==> config.mk <==
export PLATFORM = sky130hd
export DESIGN_NAME = uart_receiver_flat
export DESIGN_NICKNAME = d
export VERILOG_FILES = /design/src/rtl/uart_receiver_if.sv /design/src/rtl/uart_receiver.sv /design/src/flat_wrapper.sv
export SDC_FILE = /design/constraint.sdc
export NUM_CORES = 1
export LEC_CHECK = 0
export CORE_UTILIZATION = 30
export CTS_BUF_LIST = sky130_fd_sc_hd__clkbuf_4 sky130_fd_sc_hd__clkbuf_8
export CTS_CLUSTER_DIAMETER = 100
export DETAILED_ROUTE_END_ITERATION = 8
export MAX_ROUTING_LAYER = met4
export RECOVER_POWER = 100
export SLEW_MARGIN = 10
export SYNTH_ARGS = -nofsm -noshare
export SYNTH_HDL_FRONTEND = slang
export SYNTH_SLANG_ARGS = --single-unit
==> constraint.sdc <==
create_clock -name clk -period 2.3 [get_ports clk]
set_input_delay 0.575 -clock clk [delete_from_list [all_inputs] [get_ports clk]]
set_output_delay 0.575 -clock clk [all_outputs]
set_load 0.01 [all_outputs]
==> src/rtl/uart_receiver_if.sv <==
// -----------------------------------------------------------------------------
// uart_receiver_if
//   Bundles the serial input pin and the byte-level result of the UART receiver.
//   Signals:
//     RxD            serial line into the receiver (idle high, asynchronous)
//     data           last correctly framed byte
//     data_valid     one-cycle strobe, data updated on the same edge
//     framing_error  one-cycle strobe, stop bit sampled low
//     busy           receiver is inside a frame
//   Modports:
//     slave   the receiver itself (consumes RxD, produces the byte results)
//     master  the environment (drives RxD, consumes the byte results)
// -----------------------------------------------------------------------------
interface uart_receiver_if;
  logic       RxD;
  logic [7:0] data;
  logic       data_valid;
  logic       framing_error;
  logic       busy;

  modport slave  (input  RxD, output data, output data_valid, output framing_error, output busy);
  modport master (output RxD, input  data, input  data_valid, input  framing_error, input  busy);
endinterface

==> src/rtl/uart_receiver.sv <==
// -----------------------------------------------------------------------------
// uart_receiver
//   8N1 UART receiver (LSB first, idle-high line). RxD is brought into the clk
//   domain by a two-flop synchroniser, a falling edge starts a frame, the start
//   bit is re-checked at mid-bit and every following bit is sampled at mid-bit.
//   A correctly framed byte is presented on data with a one-cycle data_valid;
//   a low stop bit produces a one-cycle framing_error and leaves data unchanged.
//   Ports:
//     clk    system clock, rising edge
//     reset  asynchronous, active-low
//     rx     uart_receiver_if.slave (RxD in; data, data_valid, framing_error, busy out)
//   Parameter:
//     CLKS_PER_BIT  clk cycles per bit (>= 4), matches the transmitter divider
// -----------------------------------------------------------------------------
module uart_receiver #(
  parameter int CLKS_PER_BIT = 28
) (
  input  logic            clk,
  input  logic            reset,
  uart_receiver_if.slave  rx
);

  localparam int CW = $clog2(CLKS_PER_BIT);
  localparam logic [CW-1:0] HALF_TERM = CW'(CLKS_PER_BIT / 2 - 1);
  localparam logic [CW-1:0] FULL_TERM = CW'(CLKS_PER_BIT - 1);

  localparam logic [1:0] IDLE  = 2'd0;
  localparam logic [1:0] START = 2'd1;
  localparam logic [1:0] DATA  = 2'd2;
  localparam logic [1:0] STOP  = 2'd3;

  logic          sync1_q;
  logic          rx_s_q;
  logic          rx_prev_q;
  logic [1:0]    state_q, state_d;
  logic [CW-1:0] cnt_q, cnt_d;
  logic [2:0]    bit_q, bit_d;
  logic [7:0]    shift_q, shift_d;
  logic [7:0]    data_q, data_d;
  logic          vld_q, vld_d;
  logic          ferr_q, ferr_d;
  logic          fall;
  logic          tick;

  // Edge detect needs the previous synchronised level to be high, so a line
  // that simply stays low (break, or after a framing error) never restarts.
  assign fall = rx_prev_q & ~rx_s_q;

  // The start bit is re-checked half a bit in; all other bits one bit apart.
  assign tick = (state_q == START) ? (cnt_q == HALF_TERM) : (cnt_q == FULL_TERM);

  always_comb begin
    state_d = state_q;
    cnt_d   = cnt_q + 1'b1;
    bit_d   = bit_q;
    shift_d = shift_q;
    data_d  = data_q;
    vld_d   = 1'b0;
    ferr_d  = 1'b0;
    case (state_q)
      IDLE: begin
        // Counter parked at zero so every entry into START begins cleared.
        cnt_d = '0;
        if (fall) state_d = START;
      end
      START: begin
        if (tick) begin
          cnt_d   = '0;
          bit_d   = '0;
          state_d = rx_s_q ? IDLE : DATA;
        end
      end
      DATA: begin
        if (tick) begin
          cnt_d   = '0;
          shift_d = {rx_s_q, shift_q[7:1]};
          bit_d   = bit_q + 3'd1;
          if (bit_q == 3'd7) state_d = STOP;
        end
      end
      STOP: begin
        // Leaving at mid-stop-bit gives half a bit of slack to catch a
        // start bit that follows the stop bit with no idle gap.
        if (tick) begin
          cnt_d   = '0;
          state_d = IDLE;
          if (rx_s_q) begin
            data_d = shift_q;
            vld_d  = 1'b1;
          end else begin
            ferr_d = 1'b1;
          end
        end
      end
      default: begin
        cnt_d   = '0;
        state_d = IDLE;
      end
    endcase
  end

  // Synchroniser, edge history and control state
  always_ff @(posedge clk or negedge reset) begin
    if (!reset) begin
      sync1_q   <= 1'b1;
      rx_s_q    <= 1'b1;
      rx_prev_q <= 1'b1;
      state_q   <= IDLE;
      cnt_q     <= '0;
      bit_q     <= '0;
      data_q    <= 8'h00;
      vld_q     <= 1'b0;
      ferr_q    <= 1'b0;
    end else begin
      sync1_q   <= rx.RxD;
      rx_s_q    <= sync1_q;
      rx_prev_q <= rx_s_q;
      state_q   <= state_d;
      cnt_q     <= cnt_d;
      bit_q     <= bit_d;
      data_q    <= data_d;
      vld_q     <= vld_d;
      ferr_q    <= ferr_d;
    end
  end

  // Assembly register; its content only matters after eight DATA samples.
  always_ff @(posedge clk) begin
    shift_q <= shift_d;
  end

  assign rx.data          = data_q;
  assign rx.data_valid    = vld_q;
  assign rx.framing_error = ferr_q;
  assign rx.busy          = (state_q != IDLE);

endmodule

==> src/flat_wrapper.sv <==
// flat-port wrapper written by rule: the top's interface ports become plain ports
module uart_receiver_flat 
#(
  parameter int CLKS_PER_BIT = 28
)
  (clk, reset, rx_RxD, rx_data, rx_data_valid, rx_framing_error, rx_busy);
  uart_receiver_if rx_i ();
  input  logic clk;
  input  logic reset;
  input wire logic [$bits(rx_i.RxD)-1:0] rx_RxD;
  output wire logic [$bits(rx_i.data)-1:0] rx_data;
  output wire logic [$bits(rx_i.data_valid)-1:0] rx_data_valid;
  output wire logic [$bits(rx_i.framing_error)-1:0] rx_framing_error;
  output wire logic [$bits(rx_i.busy)-1:0] rx_busy;
  assign rx_i.RxD = rx_RxD;
  assign rx_data = rx_i.data;
  assign rx_data_valid = rx_i.data_valid;
  assign rx_framing_error = rx_i.framing_error;
  assign rx_busy = rx_i.busy;
  uart_receiver #(.CLKS_PER_BIT(CLKS_PER_BIT)) u_core (.clk(clk), .reset(reset), .rx(rx_i));
endmodule
# Yosys cells after proc, flatten, opt, wreduce, memory -nomap -nowiden
# Index checks and enable logic that the tools add are counted.
[totals] ff_bits=31 input_bits=3 output_inout_bits=11 wordCells=52
[classes] n_addsub=2 n_eq_ne=11 muxes=19 n_bitwise=2 reduce_logical=8
[ops] cell="two-way mux 2 bit" n=6
[ops] cell="!= test 2 x 1 -> 1 bit, second input constant" n=5
[ops] cell="case mux 5 bit (2 select lines)" n=1
[ops] cell="case mux 2 bit (4 select lines)" n=1
[ops] cell="two-way mux 1 bit" n=7
[ops] cell="two-way mux 3 bit" n=2
[ops] cell="case mux 3 bit (2 select lines)" n=1
[ops] cell="AND reduction 3 bit" n=2
[ops] cell="adder 5 x 1 -> 5 bit, second input constant" n=1
[ops] cell="== test 5 x 4 -> 1 bit, second input constant" n=1
[ops] cell="== test 5 bit, second input constant" n=1
[ops] cell="two-way mux 5 bit" n=1
[ops] cell="AND reduction 5 bit" n=1
[ops] cell="== test 2 bit, second input constant" n=2
[ops] cell="nonzero test 2 bit" n=2
[ops] cell="adder 3 x 1 -> 3 bit, second input constant" n=1
[ops] cell="== test 3 bit, second input constant" n=1
[ops] cell="OR reduction 3 bit" n=1
[ops] cell="== test 2 x 1 -> 1 bit, second input constant" n=1
[ops] cell="logical NOT 2 bit" n=1
[ops] cell="AND reduction 2 bit" n=1
[ops] cell="bitwise AND 1 bit" n=1
[ops] cell="inverter 1 bit" n=1

# Logic depth before layout (Yosys ltp)
# Gate-level depths: netlist of run 1.
[depth] ltp_word=4 mapped_depth=7 mapped_depth_nobuf=6

# Least setup slack after synthesis of run 1
# OpenSTA, ideal clock, no wires.
[synth_timing] path_kind="register -> register" startpoint="register u_core.state_q[0]" endpoint="register u_core.shift_q[0] (enable)" setup_time_ns=0.371 arrival_time_ns=1.576 t_required_ns=1.929 path_slack_ns=0.353 path_stages_with_launch=6 n_path_buf=1 period_less_slack_ns=1.947 cell_sequence="dfrtp_1 ha_1 and4bb_1 o21bai_1 clkbuf_1 nor2_1"
[synth_via] elab_chain_cells=3 elab_cells_between_ends=4 classes_between="2 x eq/ne; 1 x mux; 1 x reduce/logical"
[synth_lines] item="start, declared" line="uart_receiver.sv:35" text="logic [1:0] state_q, state_d;"
[synth_lines] item="start signal, assigned" line="uart_receiver.sv:118" text="state_q <= state_d;"
[synth_lines] item="== test 2 x 1 -> 1 bit" line="uart_receiver.sv:50" text="assign tick = (state_q == START) ? (cnt_q == HALF_TERM) : (cnt_q == FULL_TERM);"
[synth_lines] item="two-way mux 1 bit" line="uart_receiver.sv:50"
[synth_lines] item="AND reduction 2 bit (no line) *"
[synth_lines] item="end signal, assigned" line="uart_receiver.sv:129" text="shift_q <= shift_d;"
[synth_lines] item="end, declared" line="uart_receiver.sv:38" text="logic [7:0] shift_q, shift_d;"
# Mark *: on every way between the ends. The rest lies on a longest branch, timed or not.
# A chain may end at the register's enable or synchronous reset.

# Final worst setup path of run 1
[layout_timing] startpoint="register u_core.state_q[0]" endpoint="register u_core.state_q[0]"
[layout_via] elab_chain_cells=4 elab_cells_between_ends=12 classes_between="8 x eq/ne; 2 x mux; 2 x reduce/logical"
[layout_lines] item="== test 2 x 1 -> 1 bit" line="uart_receiver.sv:50, uart_receiver.sv:60"
[layout_lines] item="two-way mux 1 bit" line="uart_receiver.sv:50"
[layout_lines] item="!= test 2 x 1 -> 1 bit (no line)"
[layout_lines] item="AND reduction 5 bit (no line)"
# Parallel ways exist; a longest one is shown, timed or not.

==> results of run 1 <==
-- cell families (layout without fill, tap and decap cells) --
| kind of cell | count (synthesis) | in the layout | synth area share (%) |
|---|---|---|---|
| and+or+nand+nor | 31 | 31 | 13.15 |
| muxes | 9 | 9 | 7.678 |
| adders and majority gates | 7 | 7 | 6.718 |
| DFF | 31 | 31 | 62.86 |
| AOI/OAI and AO/OA | 8 | 8 | 4.894 |
| buffers and inverters | 7 | 29 | 2.686 |
| xor gates and xnor gates | 3 | 3 | 2.016 |
-- final cells by class --
class	count	area share, %
Clock inverter	3	2.722
Timing Repair Buffer	16	9.020
Tap cell	50	3.888
Sequential cell	31	50.93
Clock buffer	5	4.277
Multi-Input combinational cell	58	27.92
Inverter	5	1.244
-- state kept, by name, summed over array words and instances (netlist names), 3 cells and up, named ones only --
signal,count
u_core.cnt_q,5
u_core.shift_q,8
u_core.bit_q,3
u_core.rx.data,8
-- routing by layer --
layer | track usage [%] | part of all wire, % | vias up
li1 | - | - | 382
met1 | 13.23 | 42 | 409
met2 | 19.61 | 50 | 15
met3 | 5.500 | 4.9 | 8
met4 | 9.375 | 3.0 | 0
met5 | - | 0 | -
-- layout by cell type, fill, tap and decap left out, drive strengths merged, types with 2 or more instances in the layout --
cell type     n
dfrtp        20
dlygate4sd3  12
nand3         8
mux2          8
edfxtp        8
nand2         7
ha            7
clkbuf        7
nor2          6
inv           4
dfstp         3
xor2          2
nor3b         2
nand2b        2
a41oi         2
o211ai        2
and4bb        2
clkinv        2
-- Yosys cell counts, types with 2 or more instances --
cell      count  area [sq um]
nor3b_1       2         15.01
edfxtp_1      8         240.2
nand3_1       8         40.04
o211ai_1      2         15.01
nor2_1        5         18.77
xor2_1        2         17.52
inv_1         4         15.01
mux2_1        8         90.09
a41oi_1       2         17.52
ha_1          7         87.58
nand2_1       7         26.28
nand2b_1      2         12.51
dfstp_2       3         78.83
dfrtp_1      20         500.5
-- stage by stage --
step / cell area [sq um] / power [uW]
3_3_place_gp: 1496 / 1082
4_1_cts: 1609 / 1633
2_1_floorplan: 1304 / 988.8
3_5_place_dp: 1496 / 1103
5_1_grt: 1609 / 1745
6_report: 1609 / 1634
-- path summary, 6_finish.rpt --
path	end	slack [ns]	cells after the start
max in group asynchronous	u_core.state_q[0]$_DFFE_PN0P_	0.50	2
worst min-delay path	u_core.rx_s_q$_DFF_PN1_	0.37	0
worst min register to register	u_core.rx_s_q$_DFF_PN1_	0.37	0
min in group asynchronous	u_core.cnt_q[3]$_DFF_PN0_	1.06	2
worst max-delay path	u_core.state_q[0]$_DFFE_PN0P_	0.18	6
worst max register to register	u_core.state_q[0]$_DFFE_PN0P_	0.18	6
-- worst register-to-register path: stages, from the launching register on --
cell and delay (ns):
dfrtp_1 0.41, inv_1 0.09, ha_1 0.31, or3_1 0.40
a222oi_1 0.46, a21oi_1 0.14, a41oi_1 0.22
-- repair_timing --
action	in CTS	in global routing
endpoints found under the setup margin	0	3
setup buffers	0	1
gates resized for setup	0	1
endpoints found under the hold margin	0	0
-- report_power, final --
group,internal (uW),switching [uW],total (uW)
Combinational,188,233,421
Clock,322,205,527
Sequential,620,65.3,685
==> reports/results.txt, run 1 <==
Number of global-route vias before repair: 906
Setup-failing EPs final: 0
Register area: 819.5 sq um
Clock Path Buffers: 2
Hold Buf Count CTS: 0
Initial detailed-routing violation count: 28
Synth Cell Area: 1304 sq um
Core box area: 4086 sq um
Crit-path slowest cell: a222oi_1
CP bufs+invs: 1
Final nets: 127
Worst slew margin: 17.61%
Worst-margin pin slew: 1.236 ns
Post-synthesis sequential area ratio: 62.86%
Clk_skew: 0.009160 ns
Cell count after synthesis: 96
Top-Level Pins: 14
Reg2reg start: u_core.state_q[0]$_DFFE_PN0P_
Antenna cells: 0
Antenna viol nets, final: 0
Share of post-route cells with drive strength above 1: 11.86%
Status: complete, no violations
Maximum VDD drop: 0.5817 mV
Hold_sp: u_core.sync1_q$_DFF_PN1_
Yosys reg bits: 31
Worst Slack Setup Final: 0.1809 ns
Post-synth EDFFs: 8
Top FF cell, synth: dfrtp_1
Die area: 4613 sq um
CP Capture Type: flip-flop
Layout Cells excl Fill: 168
Routability cong.: 0.8329
Hold Worst Slack: 0.3671 ns
Leak pwr: 0.0007446 uW
Largest net degree at the start of global routing: 24
GRT overflow: 0
Final wirelength: 2.257 mm
Distinct cell type count after synthesis: 30
CTS Root Cell: clkbuf_8
Cts bufs inserted: 5
DRC: 0
CTS H-Tree Depth: 2
Pwr Density: 1015 nW/um^2
Setup TNS: 0 ns
Fillers: 396
First-pass GRT wire length: 3.974 mm
Ys async rst share: 74.19%
Avg Inst Size Synth: 13.58 sq um
Detailed-route vias per instance: 4.845
Tot GR Track Use: 12.90%
First drt pass iteration count: 4
CTS sink cnt: 31
Max incr delay on CP: 0.46 ns
Placed cells: 159
Critical Path Source Type: flip-flop
Initial antenna violation count: 0
Final core occ: 39.38%
Dpl ws: 0.1908 ns
Crit path max-delay family: compound AO/OA/AOI/OAI gates
Worst-Skew Late Latency: 0.29 ns
Syn Nets: 106
Worst-path fanout max: 9
Tmin final: 2.119 ns
Worst Path Arrival: 2.30 ns
Area Growth Syn to Fin: 23.42%
Max cap viols: 0
Synth warnings: 0
Max-slew violation count: 0
Port bufs: 13
Cell row count: 23
Fmax: 471.9 MHz
Critical path cell sequence: inv_1, ha_1, or3_1, a222oi_1, a21oi_1, a41oi_1
Hpwl dp: 1.625 mm
Area of the multi-input gates: 449.2 sq um
DR vias: 814
Die X-Extent: 67.92 um
CP Launch Point: u_core.state_q[0]$_DFFE_PN0P_
Worst Setup Path Type: reg -> reg
Starting Density: 31.90%
Worst EP required: 2.48 ns
CTS clock-pin slew for the worst setup and hold paths: 0.06 ns
Worst Hold Class: reg -> reg
Final hold violations: 0
CTS tree: done
Fin crit share: 92.14%
WL per Instance: 13.43 um
Chip height: 67.92 um
Power figures use the tool's default switching activity.
==> run 2, diff against run 1 <==
clock period = 1.81 ns   (was 2.3 ns; I/O delays follow)
==> reports/results.txt, run 2 (synthesized netlist as in run 1, its figures left out) <==
Worst Slack Setup Final: -0.007574 ns (-0.1884 ns)
Core box area: 4086 sq um (unchanged)
DR vias: 869 (+6.8%)
Chip height: 67.92 um (unchanged)
Maximum VDD drop: 1.044 mV (+79%)
Critical path cell sequence: inv_2, ha_4, or3_4, a222oi_1, buf_4, nand3_2, mux2i_1
Share of post-route cells with drive strength above 1: 39.53% (+28 points)
Critical Path Source Type: flip-flop
Setup-failing EPs final: 1 (+1)
Area Growth Syn to Fin: 37.33%
Tmin final: 1.818 ns (-0.3016 ns)
Die X-Extent: 67.92 um (unchanged)
Die area: 4613 sq um (unchanged)
Cell row count: 23 (unchanged)
Net Switching: 758.3 uW (+51%)
Clock network power share: 24.0% (-8.3 points)
Status: finished with violations
Number of global-route vias before repair: 908 (+0.22%)
WL per Instance: 14.16 um (+5.4%)
Final wirelength: 2.534 mm (+12%)
Initial detailed-routing violation count: 31 (+11%)
GRT overflow: 0 (unchanged)
Seq pwr share: 39.6% (-2.3 points)
Antenna viol nets, final: 0 (unchanged)
CTS H-Tree Depth: 2 (unchanged)
Failing checks: negative setup slack
Pwr Density: 1255 nW/um^2 (+24%)
Port bufs: 13 (unchanged)
Crit-path slowest cell: dfrtp_2
Initial antenna violation count: 0 (unchanged)
Leak pwr: 0.0007468 uW (+0.29%)
Largest net degree at the start of global routing: 24 (unchanged)
Starting Density: 31.90% (unchanged)
Final Power: 2247 uW (+38%)
CTS clock-pin slew for the worst setup and hold paths: 0.07 ns (about the same)
Fin crit share: 100.4% (+8.3 points)
First-pass GRT wire length: 4.133 mm (+4.0%)
Detailed-route vias per instance: 4.855 (+0.20%)
Switching Fraction: 33.74% (+2.9 points)
CTS tree: done
Final nets: 138 (+8.7%)
CP bufs+invs: 2 (+1)
Worst Setup Path Type: reg -> reg
Worst-margin pin slew: 0.2949 ns (-0.9409 ns)
Most common cell after layout, fill and taps aside: dfrtp_1
CTS Root Cell: clkbuf_8
Layout Cells excl Fill: 179 (+6.5%)
Top-Level Pins: 14 (unchanged)
CTS sink cnt: 31 (unchanged)
Met2 wire len: 1.231 mm (+8.6%)
Max-slew violation count: 0 (unchanged)
Worst EP required: 1.98 ns (-0.50 ns)
Worst slew margin: 80.34% (+63 points)
Max cap viols: 0 (unchanged)
Crit path max-delay family: simple AND/OR/NAND/NOR gates
CP Capture Type: flip-flop
Worst Hold Class: reg -> reg
Worst-Skew Late Latency: 0.28 ns (about the same)
Combinational share of power: 36.4% (+11 points)
Clock Path Buffers: 2 (unchanged)
Max incr delay on CP: 0.43 ns (-0.03 ns)
Metal3 WL: 122 um (+11%)
Fmax: 550.2 MHz (+17%)
M1 WL: 1.144 mm (+21%)
P_int: 1489 uW (+32%)
Most frequent cells in the layout: dfrtp_1, clkdlybuf4s50_1, buf_4
Final hold violations: 0 (unchanged)
Antenna cells: 0 (unchanged)
Placed cells: 168 (+5.7%)
Worst Path Arrival: 1.98 ns (-0.32 ns)
RSZ-0062 raised after global routing: true
Cts bufs inserted: 5 (unchanged)
Max Used Layer: met4
Worst-path fanout max: 4 (-5)
First drt pass iteration count: 4 (unchanged)
Clk_skew: 0.006342 ns (-0.002818 ns)
Routability cong.: 0.8516 (+2.2%)
Hpwl dp: 1.652 mm (+1.7%)
Tot GR Track Use: 13.33% (+0.43 points)
DRC: 0 (unchanged)
run 2: changes by cell type in the layout (fill, tap and decap cells not counted), sizes merged:
cell	change
dlygate4sd3	-12
clkinvlp	+1
bufinv	-1
clkbuf	-1
clkdlybuf4s25	-1
clkdlybuf4s50	+12
buf	+14
clkinv	-1
run 2: path summary, 6_finish.rpt:
kind,start,to,slack (ns),depth (start not counted)
max in group asynchronous,reset,u_core.rx_s_q$_DFF_PN1_,1.01,2
min,u_core.sync1_q$_DFF_PN1_,u_core.rx_s_q$_DFF_PN1_,0.36,0
min in group asynchronous,reset,u_core.cnt_q[3]$_DFF_PN0_,0.52,2
max reg2reg,u_core.state_q[0]$_DFFE_PN0P_,flip-flop,-0.008,7
min reg2reg,u_core.sync1_q$_DFF_PN1_,u_core.rx_s_q$_DFF_PN1_,0.36,0
max,u_core.state_q[0]$_DFFE_PN0P_,flip-flop,-0.008,7
run 2: repair_timing:
action,CTS,global route
buffers inserted,1,2
gates cloned,0,0
endpoints found under the setup margin,19,22
resized for setup,9,20
pin swaps,1,9
hold buffers,0,0
run 2: final cells by class:
class | count | area, sq um
fill | 383 | 2296
sequential | 31 | 822.0
multi-input combinational | 58 | 546.8
timing repair buffer | 27 | 250.2
clock buffer | 6 | 76.32
tap | 50 | 62.56
inverter | 5 | 20.02
clock inverter | 2 | 12.51
run 2: routing by layer:
metal  global-route usage (%)  up-vias
met3                    5.500        4
met5                        -        -
met1                    14.59      437
met4                    7.031        0
met2                    20.59       25
li1                         -      403
run 2: through the flow:
stage	utilization [%]	setup slack [ns]	setup TNS, ns	cell area (sq um)	hold slack (ns)
detailed placement	38.70	-0.1414	-0.3536	1582	0.3485
floorplan	-	-0.004213	-0.004213	1309	0.1569
finish	43.82	-0.007574	-0.007574	1790	0.3582
global route	43.82	-0.1199	-0.3598	1790	0.3651
CTS	41.34	-0.005456	-0.005456	1689	0.3581
global placement	38.70	-0.01165	-0.01165	1582	0.3465
run 2: power groups by stage:
| stage | registers, uW | clock network (uW) | logic [uW] |
|---|---|---|---|
| 2_1_floorplan | 862 | 0 | 397 |
| 3_5_place_dp | 881 | 0 | 613 |
| 6_report | 890 | 539 | 818 |
| 4_1_cts | 878 | 551 | 654 |
| 3_3_place_gp | 874 | 0 | 588 |
| 5_1_grt | 902 | 595 | 898 |
==> run 3, diff against run 2 <==
HOLD_SLACK_MARGIN = 0.03   (was default)
SKIP_CTS_REPAIR_TIMING = 1   (was default)
==> reports/results.txt, run 3 (synthesized netlist as in run 1, its figures left out) <==
Detailed-route vias per instance: 4.878 (+0.47%)
CP bufs+invs: 1 (-1)
Starting Density: 31.90% (unchanged)
Antenna cells: 0 (unchanged)
Tot GR Track Use: 13.03% (-0.30 points)
GRT overflow: 0 (unchanged)
Chip height: 67.92 um (unchanged)
CP Capture Type: flip-flop
Area Growth Syn to Fin: 36.76%
Final wirelength: 2.540 mm (+0.24%)
Core box area: 4086 sq um (unchanged)
Crit-path slowest cell: a222oi_1
Most common cell after layout, fill and taps aside: dfrtp_1
Clk_skew: 0.007241 ns (+0.0008987 ns)
Pwr Density: 1217 nW/um^2 (-3.1%)
Worst Setup Path Type: reg -> reg
Clock Path Buffers: 2 (unchanged)
Hpwl dp: 1.652 mm (unchanged)
Placed instance area: 1582 sq um (unchanged)
Worst-path fanout max: 4 (unchanged)
Hold Worst Slack: 0.3576 ns (-0.0005610 ns)
Die X-Extent: 67.92 um (unchanged)
DRC: 0 (unchanged)
Status: finished with violations
Worst slew margin: 61.97% (-18 points)
Max cap viols: 0 (unchanged)
CTS Root Cell: clkbuf_8
Worst Path Arrival: 2.11 ns (+0.13 ns)
Crit path max-delay family: simple AND/OR/NAND/NOR gates
CTS H-Tree Depth: 2 (unchanged)
Worst EP required: 1.98 ns (about the same)
Top-Level Pins: 14 (unchanged)
Die area: 4613 sq um (unchanged)
Cts bufs inserted: 5 (unchanged)
CTS sink cnt: 31 (unchanged)
Max-slew violation count: 0 (unchanged)
Worst-Skew Late Latency: 0.28 ns (about the same)
Setup-failing EPs final: 18 (+17)
First-pass GRT wire length: 4.050 mm (-2.0%)
Initial antenna violation count: 0 (unchanged)
Most frequent cells in the layout: dfrtp_1, clkdlybuf4s50_1
Maximum VDD drop: 0.9890 mV (-5.3%)
Final core occ: 43.63% (-0.18 points)
Setup TNS: -1.174 ns (-1.167 ns)
Worst Slack Setup Final: -0.1257 ns (-0.1181 ns)
Post-route cell area: 1783 sq um (-0.42%)
Critical path cell sequence: inv_2, ha_2, or3_4, a222oi_1, nand3_1, mux2i_1
Critical Path Source Type: flip-flop
Max incr delay on CP: 0.48 ns (+0.05 ns)
Initial detailed-routing violation count: 21 (-32%)
RSZ-0062 raised after global routing: true
First drt pass iteration count: 4 (unchanged)
Fmax: 516.6 MHz (-6.1%)
Tmin final: 1.936 ns (+0.1181 ns)
Worst Hold Class: reg -> reg
Port bufs: 13 (unchanged)
Worst-margin pin slew: 0.5705 ns (+0.2756 ns)
WL per Instance: 14.11 um (-0.32%)
DR vias: 878 (+1.0%)
Share of post-route cells with drive strength above 1: 36.92% (-2.6 points)
Largest net degree at the start of global routing: 24 (unchanged)
Antenna viol nets, final: 0 (unchanged)
Final nets: 139 (+0.72%)
Leak pwr: 0.0007517 uW (+0.65%)
Final hold violations: 0 (unchanged)
Number of global-route vias before repair: 888 (-2.2%)
Cell row count: 23 (unchanged)
Fin crit share: 106.9% (+6.5 points)
Routability cong.: 0.8516 (unchanged)
CTS tree: done
Failing checks: negative setup slack
CTS clock-pin slew for the worst setup and hold paths: 0.06 ns (about the same)
-- run 3: changes by cell type in the layout (fill, tap and decap cells not counted), moves of 2 or more --
cell	before	now
buf_4	11	8
buf_6	2	4
clkdlybuf4s50_1	12	10
dlygate4sd3_1	0	2
-- run 3: metrics by stage --
step | setup WS (ns) | total power [uW] | instances
floorplan | -0.004213 | 1259 | 96
global placement | -0.01165 | 1462 | 168
detailed placement | -0.1414 | 1494 | 168
CTS | -0.3214 | 2036 | 176
global route | -0.2467 | 2314 | 180
finish | -0.1257 | 2169 | 180
-- run 3: path summary, 6_finish.rpt --
| kind | cells after the start | to | slack [ns] | from |
|---|---|---|---|---|
| worst min register to register | 0 | u_core.rx_s_q$_DFF_PN1_ | 0.36 | u_core.sync1_q$_DFF_PN1_ |
| min in group asynchronous | 2 | u_core.cnt_q[0]$_DFF_PN0_ | 0.69 | reset |
| worst max register to register | 6 | flip-flop | -0.13 | u_core.state_q[0]$_DFFE_PN0P_ |
| worst min-delay path | 0 | u_core.rx_s_q$_DFF_PN1_ | 0.36 | u_core.sync1_q$_DFF_PN1_ |
| max in group asynchronous | 2 | u_core.state_q[0]$_DFFE_PN0P_ | 0.72 | reset |
| worst max-delay path | 6 | flip-flop | -0.13 | u_core.state_q[0]$_DFFE_PN0P_ |
-- run 3: cell type report --
class / instances / area (sq um)
inverter: 5 / 20.02
multi-input combinational: 58 / 530.5
clock buffer: 6 / 76.32
fill: 387 / 2303
timing repair buffer: 28 / 260.3
sequential: 31 / 820.8
clock inverter: 2 / 12.51
tap: 50 / 62.56
-- run 3: where the power goes --
part | leakage [uW] | switching [uW] | internal [uW] | total (uW)
registers | 0.000374 | 102 | 790 | 893
clock network | 0.0000446 | 257 | 283 | 540
logic | 0.000333 | 352 | 385 | 736
total | 0.000752 | 711 | 1460 | 2170
-- run 3: per-layer routing --
metal,part of all wire [%],track usage [%]
met5,0,-
met4,2.0,7.031
met3,4.8,5.500
met2,48,19.73
met1,45,14.47
